### src/rtl/pixel_writer_pkg.sv
// rtl/pixel_writer_pkg.sv - shared state encoding, pixel width and channel slices for the pixel path
package pixel_writer_pkg;

  localparam int PIXEL_W = 24;

  // Channel slice positions, shared with the pixel reader
  localparam int RED_HI   = 23;
  localparam int RED_LO   = 16;
  localparam int GREEN_HI = 15;
  localparam int GREEN_LO = 8;
  localparam int BLUE_HI  = 7;
  localparam int BLUE_LO  = 0;

  typedef enum logic [1:0] {
    IDLE    = 2'd0,
    FILL    = 2'd1,
    RELEASE = 2'd2
  } state_t;

  function automatic logic [PIXEL_W-1:0] pack_pixel(
    input logic [7:0] red,
    input logic [7:0] green,
    input logic [7:0] blue
  );
    logic [PIXEL_W-1:0] word;
    word                    = '0;
    word[RED_HI:RED_LO]     = red;
    word[GREEN_HI:GREEN_LO] = green;
    word[BLUE_HI:BLUE_LO]   = blue;
    return word;
  endfunction

endpackage

### src/rtl/pixel_writer.sv
// rtl/pixel_writer.sv - packs RGB pixels into 24-bit words and fills ping-pong FIFO buffers
// Optional idle auto-flush enabled by defining PIXEL_WRITER_TIMEOUT_EN.
module pixel_writer
  import pixel_writer_pkg::*;
#(
  parameter int FIFO_SIZE_W = 24
`ifdef PIXEL_WRITER_TIMEOUT_EN
  , parameter int TIMEOUT_CYCLES = 1024
`endif
) (
  input  logic                   clk,
  input  logic                   rst,
  input  logic [1:0]             i_write_rdy,
  output logic [1:0]             o_write_act,
  input  logic [FIFO_SIZE_W-1:0] i_write_size,
  output logic [PIXEL_W-1:0]     o_write_data,
  output logic                   o_write_stb,
  input  logic [7:0]             i_red,
  input  logic [7:0]             i_green,
  input  logic [7:0]             i_blue,
  input  logic                   i_pixel_stb,
  output logic                   o_pixel_rdy,
  input  logic                   i_frame_end,
  output logic [FIFO_SIZE_W-1:0] o_buf_count
);

  state_t                 state;
  logic                   accept;
  logic                   end_req;
  logic [FIFO_SIZE_W-1:0] count_inc;
  logic [FIFO_SIZE_W-1:0] count_next;

  // o_pixel_rdy is only ever high in FILL, so accept implies FILL
  assign accept     = i_pixel_stb && o_pixel_rdy;
  assign count_inc  = o_buf_count + FIFO_SIZE_W'(1);
  assign count_next = accept ? count_inc : o_buf_count;

`ifdef PIXEL_WRITER_TIMEOUT_EN
  localparam int IDLE_W = (TIMEOUT_CYCLES > 1) ? $clog2(TIMEOUT_CYCLES) : 1;

  logic [IDLE_W-1:0] idle_cnt;
  logic              timeout_hit;

  // Fires on the TIMEOUT_CYCLES-th consecutive idle cycle of a non-empty buffer
  assign timeout_hit = !accept && (o_buf_count != '0) &&
                       (idle_cnt == IDLE_W'(TIMEOUT_CYCLES - 1));
  assign end_req     = i_frame_end || timeout_hit;

  always_ff @(posedge clk) begin
    if (rst || state != FILL || accept) begin
      idle_cnt <= '0;
    end else if (idle_cnt != IDLE_W'(TIMEOUT_CYCLES - 1)) begin
      idle_cnt <= idle_cnt + IDLE_W'(1);
    end
  end
`else
  assign end_req = i_frame_end;
`endif

  always_ff @(posedge clk) begin
    if (rst) begin
      state        <= IDLE;
      o_write_act  <= 2'b00;
      o_write_stb  <= 1'b0;
      o_write_data <= '0;
      o_pixel_rdy  <= 1'b0;
      o_buf_count  <= '0;
    end else begin
      o_write_stb <= 1'b0;
      case (state)
        IDLE: begin
          o_pixel_rdy <= 1'b0;
          if (i_write_rdy != 2'b00) begin
            o_write_act <= i_write_rdy[0] ? 2'b01 : 2'b10;
            o_buf_count <= '0;
            state       <= (i_write_size == '0) ? RELEASE : FILL;
          end
        end

        FILL: begin
          if (accept) begin
            o_write_stb  <= 1'b1;
            o_write_data <= pack_pixel(i_red, i_green, i_blue);
            o_buf_count  <= count_inc;
          end
          // Empty buffers are never committed by a frame end
          if ((count_next >= i_write_size) || (end_req && count_next != '0)) begin
            o_pixel_rdy <= 1'b0;
            state       <= RELEASE;
          end else begin
            o_pixel_rdy <= 1'b1;
          end
        end

        RELEASE: begin
          // The final strobe is in flight this cycle, so act drops only now
          o_pixel_rdy <= 1'b0;
          o_write_act <= 2'b00;
          state       <= IDLE;
        end

        default: begin
          o_pixel_rdy <= 1'b0;
          o_write_act <= 2'b00;
          state       <= IDLE;
        end
      endcase
    end
  end

endmodule
### config.mk
export PLATFORM = sky130hd
export DESIGN_NAME = pixel_writer
export DESIGN_NICKNAME = d
export VERILOG_FILES = /design/src/rtl/pixel_writer_pkg.sv /design/src/rtl/pixel_writer.sv
export SDC_FILE = /design/constraint.sdc
export NUM_CORES = 1
export LEC_CHECK = 0
export CORE_MARGIN = 2
export CORE_UTILIZATION = 58
export DETAILED_ROUTE_END_ITERATION = 12
export DONT_BUFFER_PORTS = 1
export PLACE_DENSITY = 0.81
export SLEW_MARGIN = 20
export SYNTH_ARGS = -nofsm -noshare
export SYNTH_HDL_FRONTEND = slang
export SYNTH_SLANG_ARGS = --single-unit
### constraint.sdc
create_clock -name clk -period 3.5 [get_ports clk]
set_input_delay 0.175 -clock clk [delete_from_list [all_inputs] [get_ports clk]]
set_output_delay 0.175 -clock clk [all_outputs]
set_load 0.01 [all_outputs]
* After elaboration in Yosys (flattened, before gate mapping)
Index checks and enable logic that the tools add are counted.
** Word-level totals
- Word-level logic and storage cells :: 37
- Input bits :: 54
- Register bits :: 54
** Operators by class
- Eq/ne operators :: 3
- Bitwise logic cells :: 1
- Magnitude comparators :: 1
- Mux-type cells :: 12
- Reductions and logical operators :: 13
- Add/sub/neg operators :: 1
** Operator list (count)
- $mux 24 :: 2
- $pmux 24 s2 :: 1
- $add 24x1->24 const B :: 1
- $ge 24x24->1 :: 1
- $logic_not 24->1 :: 1
- $reduce_bool 24->1 :: 1
- $mux 2 :: 5
- $pmux 2 s2 :: 2
- $reduce_and 2->1 :: 4
- $ne 2x2->1 const B :: 2
- $reduce_bool 2->1 :: 2
- $eq 2x1->1 const B :: 1
- $logic_and 1x1->1 :: 2
- $logic_not 2->1 :: 1
- $mux 1 :: 2
- $reduce_or 2->1 :: 1
- $logic_or 1x1->1 :: 1
- $not 1->1 :: 1

* Longest topological paths before layout
Gate-level depths: netlist of the first run.
- Depth after elaboration :: 7
- Mapped depth :: 14
- Gate-level depth less buffers :: 13

* Worst setup path before layout of the first run
Ideal clock, no wire load.
- Kind :: flip-flop to flip-flop
- Start :: reg o_buf_count[0]
- End :: reg o_pixel_rdy
- Period minus slack after synthesis :: 3.622 ns
- Path slack :: -0.122 ns
- Setup time :: 0.093 ns
- Cell stages (with the launch flop) :: 15
- Data required time :: 3.407 ns
- Arrival time :: 3.529 ns
- Path through :: dfxtp_1 > ha_1 > nand3_1 > or4_4 > buf_2 > nor2_1 > nand3_1 > xnor2_1 > ha_1 > o21ai_0 > nor2_1 > a2111oi_0 > o221ai_1 > or3_1 > o32ai_1
** Between the ends
- Longest elaborated chain between the ends :: 6
** RTL lines
- from (decl) :: line pixel_writer.sv:24 : output logic [FIFO_SIZE_W-1:0] o_buf_count
- from (signal assigned) :: line pixel_writer.sv:84 : o_buf_count <= count_inc;
- $add 24x1->24 :: line pixel_writer.sv:35 : assign count_inc = o_buf_count + FIFO_SIZE_W'(1);
- $mux 24 *
- branches (longest 2 deep; another with $ge 24x24->1)
- $logic_or 1x1->1 * :: line pixel_writer.sv:87 : if ((count_next >= i_write_size) || (end_req && count_next != '0)) begin
- $mux 1 * :: line pixel_writer.sv:87
- to (signal assigned) :: line pixel_writer.sv:88 : o_pixel_rdy <= 1'b0;
- to (signal assigned) :: line pixel_writer.sv:91 : o_pixel_rdy <= 1'b1;
- to (signal assigned) :: line pixel_writer.sv:97 : o_pixel_rdy <= 1'b0;
- to (decl) :: line pixel_writer.sv:22 : output logic o_pixel_rdy,
Every way passes the cells marked *.
A chain may end at the register's enable or synchronous reset.

* Worst setup path after layout of the first run
- Start :: reg o_buf_count[3]
- End :: reg o_pixel_rdy
Same word-level chain as after synthesis.

==> impl_metrics.toml, run 1 <==
[run_status]
outcome = "completed"

[place]
place_area_um2 = 3900
dp_hpwl_um = 7700
place_congestion = 0.932
placed_cells = 561
port_buffers = 0

[cells_and_area]
final_cells = 600
layout_commonest_cell = "nand2_1"
final_area_um2 = 4440
n_antenna_cell = 0
area_growth_pct = 25.5
layout_common_cells = "nand2_1, buf_4, dfxtp_1"
fin_nets = 603
drive_gt1_frac = 0.181

[power_and_ir_drop]
powerDensity_nw_per_um2 = 354
leakage_uw = 0.00190
p_sw_frac = 0.366
ir_worst_vdd_mv = 0.250
switchingPower_uw = 575
p_int_uw = 997
power_uw = 1570
power_frac_comb = 0.287
clkPwrFrac = 0.249
pwr-share-seq = 0.464

[logic_synthesis]
synth_cells = 469
synth_top_cell_by_area = "dfxtp_1"
yosysUniqueCellTypes = 53
synth_area_leaders = "dfxtp_1, ha_1, nand2_1, a21oi_1, nor2_1"
yosys_warnings = 0
yosys.area.top_type_share = 0.306
ys_seq_area_frac = 0.306
syn_nets = 548
ys_async_sr_fraction = 0
synth.avg_cell_area_um2 = 7.54
syn_area_um2 = 3530
ys_seq_elements = 54
synthFlopType = "dfxtp_1"
synth-edff-count = 0

[clock_tree]
cts-root-buf = "clkbuf_8"
cts-buffers-inserted = 5
cts_tree = "done"
cts_num_sinks = 54
htreeDepth = 2
clock_latency_ps = 330
path_clk_slew_ps = 110
clk_path_buf_depth = 2

[sta]
whs_ps = 49.4
slew_headroom = 0.434
worst_pin_slew_ps = 849
setup_tns_ps = 0
skew_ps = 3.80
setup_viol = 0
drv_slew = 0
fin_crit_ps = 3430
hold_viol = 0
max_freq_mhz = 291
post-route-period-util = 0.981

[setup_path]
reg2reg_setup_slack_ps = 70
worst-path-max-fanout = 5
cp-start-kind = "flip-flop"
crit_type = "reg2reg"
critPathCaptureType = "flip-flop"
arrival_ps = 3670
cp.required_ps = 3730

[route]
dr_wl_met3_um = 1000
vias = 3776
wl_met2_um = 5560
avgRoutedWirePerCell_um = 18.6
drtPass1Iterations = 5
detail_route.vias_per_cell = 6.29
drtIter0Drc = 301
postRouteAntennaNets = 0
top_layer_used = "met4"
drc_errors = 0
drt-met1-wl_um = 4320
wirelength_um = 11200

[grt]
grt.overflow.total = 0
grt_first_pass_wirelength_um = 16100
grt_usage = 0.314
antenna_found_initial = 0
grt_max_degree = 26
grt_pass1_vias = 3472

[floorplanning]
fp.dieH_um = 82.1
row_count = 28
pin_count = 106
die_width_um = 82.1
core-area_um2 = 5920
initial_core_util = 0.597
dieArea_um2 = 6730

[min_path]
min_path_type = "in2reg"

[flow_run]
maxCapViolations = 0
## synth_stat cells, drive strengths merged, types with 4 or more instances
master / instances
o21ai: 25
o31ai: 8
dfxtp: 54
a32o: 9
and3: 4
ha: 25
nor2: 34
nand2: 80
or3: 4
and4: 6
nor4: 10
nor3: 11
nand4: 14
and2: 6
o41ai: 4
a21oi: 35
xor2: 12
inv: 27
nand3: 6
clkbuf: 25
buf: 8
or4: 5
xnor2: 14
## power groups by stage
stage / clock (uW) / sequential (uW) / combinational [uW]
finish: 392 / 730 / 450
global route: 417 / 735 / 485
CTS: 392 / 725 / 415
detailed placement: 0 / 739 / 374
global placement: 0 / 738 / 361
floorplan: 0 / 714 / 280
## final cells by class
| type | count | area [um2] |
|---|---|---|
| multi-input cells | 354 | 2360 |
| fillers | 435 | 1490 |
| flip-flops and latches | 54 | 1100 |
| repair buffers | 81 | 678 |
| inverters | 28 | 105 |
| well taps | 75 | 93.8 |
| clock buffers | 5 | 68.8 |
| clock inverters | 3 | 28.8 |
## critical path, cell delays in order (launching register included)
cell,delay (ps)
dfxtp_2,370
nand2_1,80
or4_4,610
nor2_4,160
nand2_1,120
xnor2_2,160
ha_1,350
a211oi_1,260
nor2_1,110
a2111oi_2,310
buf_4,170
o221ai_2,90
or3_4,420
o32ai_2,120
## cells by family (layout without fill, tap and decap cells)
logic type | Yosys count | after routing | synth area share
adder cells (fa/ha/maj) | 25 | 25 | 0.0885
AO/OA/AOI/OAI | 111 | 111 | 0.206
flip-flops | 54 | 54 | 0.306
AND/OR/NAND/NOR | 191 | 191 | 0.265
buffers and inverters | 61 | 117 | 0.0662
multiplexers | 1 | 1 | 0.00319
XOR/XNOR | 26 | 26 | 0.0644
## path summary, 6_finish.rpt
path / from / endpoint / cells past startpoint
setup / recovery: o_buf_count[3] / o_pixel_rdy / 13
hold / removal: rst / state[0] / 2
setup reg to reg: o_buf_count[3] / o_pixel_rdy / 13
hold reg to reg: o_write_data[4] / o_write_data[4] / 2
## stage by stage
step / setup slack, ps / util
6_report: 66.4 / 0.749
5_1_grt: -47.4 / 0.749
4_1_cts: 0.270 / 0.728
3_5_place_dp: -125 / 0.658
3_3_place_gp: 17.2 / 0.658
2_1_floorplan: 12.6 / -
## registers in the layout (all words and copies together) (netlist names)
signal and count:
state 2, o_buf_count 24, o_write_stb 1, o_pixel_rdy 1
o_write_act 2, o_write_data 24
## timing repair
| action | in CTS | in global routing |
|---|---|---|
| hold endpoints to repair | 33 | 0 |
| setup buffers | 0 | 3 |
| hold buffers | 28 | 0 |
| endpoints found under the setup margin | 3 | 3 |
| resized for setup | 9 | 21 |
| pin swaps | 1 | 8 |
## metal layers
layer / vias to the layer above / track usage
met4: 0 / 0.138
met1: 1743 / 0.384
met2: 226 / 0.526
met5: - / 0
li1: 1784 / -
met3: 23 / 0.0714
Power figures use the tool's default switching activity.
==> run 2: changes to the inputs <==
Settings changed: SETUP_SLACK_MARGIN set to 0.2.
==> impl_metrics.toml, run 2 (synthesized netlist as in run 1, its figures left out) <==
[route]
avgRoutedWirePerCell_um = 18.6
drc_errors = 0
vias = 3685
wirelength_um = 10700
postRouteAntennaNets = 0
drtPass1Iterations = 5
detail_route.vias_per_cell = 6.41
drtIter0Drc = 280

[floorplanning]
die_width_um = 82.1
core-area_um2 = 5920
initial_core_util = 0.597
dieArea_um2 = 6730
fp.dieH_um = 82.1
pin_count = 106
row_count = 28

[cells_and_area]
area_growth_pct = 19.4
layout_commonest_cell = "nand2_1"
nFillCells = 484
layout_common_cells = "nand2_1, dfxtp_1, a21oi_1"
fin_util = 0.713
fin_nets = 578
final_cells = 575
n_antenna_cell = 0
drive_gt1_frac = 0.146
largestRegisters = "o_buf_count (24), o_write_data (24)"

[sta]
hold_viol = 1
setup_viol = 0
slew_headroom = 0.447
whs_ps = -3.93
worst_pin_slew_ps = 828
max_freq_mhz = 296
drv_slew = 0
post-route-period-util = 0.965
rsz0062_at_grt = "true"
skew_ps = 6.65
fin_crit_ps = 3380

[clock_tree]
clk_path_buf_depth = 2
clock_latency_ps = 320
cts-root-buf = "clkbuf_8"
cts-buffers-inserted = 5
path_clk_slew_ps = 100
cts_num_sinks = 54
cts_tree = "done"
htreeDepth = 2

[power_and_ir_drop]
ir_worst_vdd_mv = 0.276
powerDensity_nw_per_um2 = 361
leakage_uw = 0.00172
power_uw = 1520

[place]
place_congestion = 0.907
dp_hpwl_um = 7520
port_buffers = 0
placed_cells = 537

[setup_path]
worst-path-max-fanout = 7
reg2reg_setup_slack_ps = 120
critPathCaptureType = "flip-flop"
cp-start-kind = "flip-flop"
crit_type = "reg2reg"
cp.required_ps = 3720
worst-r2r-cell-count = 11
r2r_start = "o_buf_count[1]"
r2r_end = "state[1]"
arrival_ps = 3600

[grt]
antenna_found_initial = 0
grt.overflow.total = 0
grt_pass1_vias = 3482
grt_first_pass_wirelength_um = 16000
grt_max_degree = 34
grt_usage = 0.311

[min_path]
hold_path.startpoint = "i_blue[1]"
min_to = "o_write_data[1]"
min_path_type = "in2reg"
whs_path_depth = 2

[run_status]
outcome = "finished, violations left"
violations = "negative hold slack"

[flow_run]
maxCapViolations = 0
## run 2: cell types whose count changed in the layout (fill, tap and decap cells not counted), sizes merged
cell,delta
buf,-19
clkbuf,+1
inv,-1
clkinv,-2
dlygate4sd3,-6
clkinvlp,+2
## run 2: how the worst max path moves through the flow
stage	start	end	slack, ps	cells after the start
floorplan	o_buf_count[0]	o_pixel_rdy	220	14
global placement	o_buf_count[7]	o_pixel_rdy	80	11
detailed placement	o_buf_count[3]	o_pixel_rdy	-70	11
CTS	o_buf_count[1]	o_pixel_rdy	200	13
global route	o_buf_count[1]	state[0]	30	12
finish	o_buf_count[1]	state[1]	120	11
## run 2: metrics by stage
step / hold WS (ps) / worst slack (ps) / area (um2) / setup TNS [ps]
after floorplan: 295 / 224 / 3640 / 0
final: -3.93 / 123 / 4220 / 0
after detailed placement: 241 / -66.0 / 3760 / -117
after global placement: 239 / 82.4 / 3760 / 0
after CTS: 7.48 / 204 / 4160 / 0
after global routing: -4.05 / 33.5 / 4220 / 0
## run 2: worst max-delay path, cell delays in order (launching register included)
cell and delay [ps]:
dfxtp_4 430, nand4_1 140, or4_4 610, nor2_4 150, and4_1 270, xor2_2 190
ha_1 290, and4_4 190, a2111oi_4 390, o221ai_2 180, a32oi_1 220, a21bo_1 230
## run 2: layer usage
metal	vias up	routed length, um	track usage
li1	1728	-	-
met1	1729	4160	0.373
met2	195	5470	0.553
met3	33	832	0.0604
met4	0	254	0.107
met5	-	0	0
## run 2: area by class of cell
| type | count | area (um2) | share of cell area |
|---|---|---|---|
| clock buffers | 6 | 72.6 | 0.0172 |
| clock inverters | 2 | 15.0 | 0.00356 |
| inverters | 28 | 105 | 0.0249 |
| multi-input cells | 354 | 2370 | 0.561 |
| flip-flops and latches | 54 | 1100 | 0.260 |
| well taps | 75 | 93.8 | 0.0222 |
| repair buffers | 56 | 469 | 0.111 |
## run 2: timing repair
action,CTS,global route
pin swaps,11,11
hold buffers,23,0
setup endpoints to repair,3,3
setup buffers,3,4
resized for setup,12,7
endpoints found under the hold margin,33,0
## run 2: power breakdown
group | internal, uW | switching, uW | total (uW) | leakage [uW]
clock | 142 | 218 | 360 | 0.0000374
combinational | 173 | 257 | 429 | 0.00124
sequential | 660 | 72.0 | 732 | 0.000441
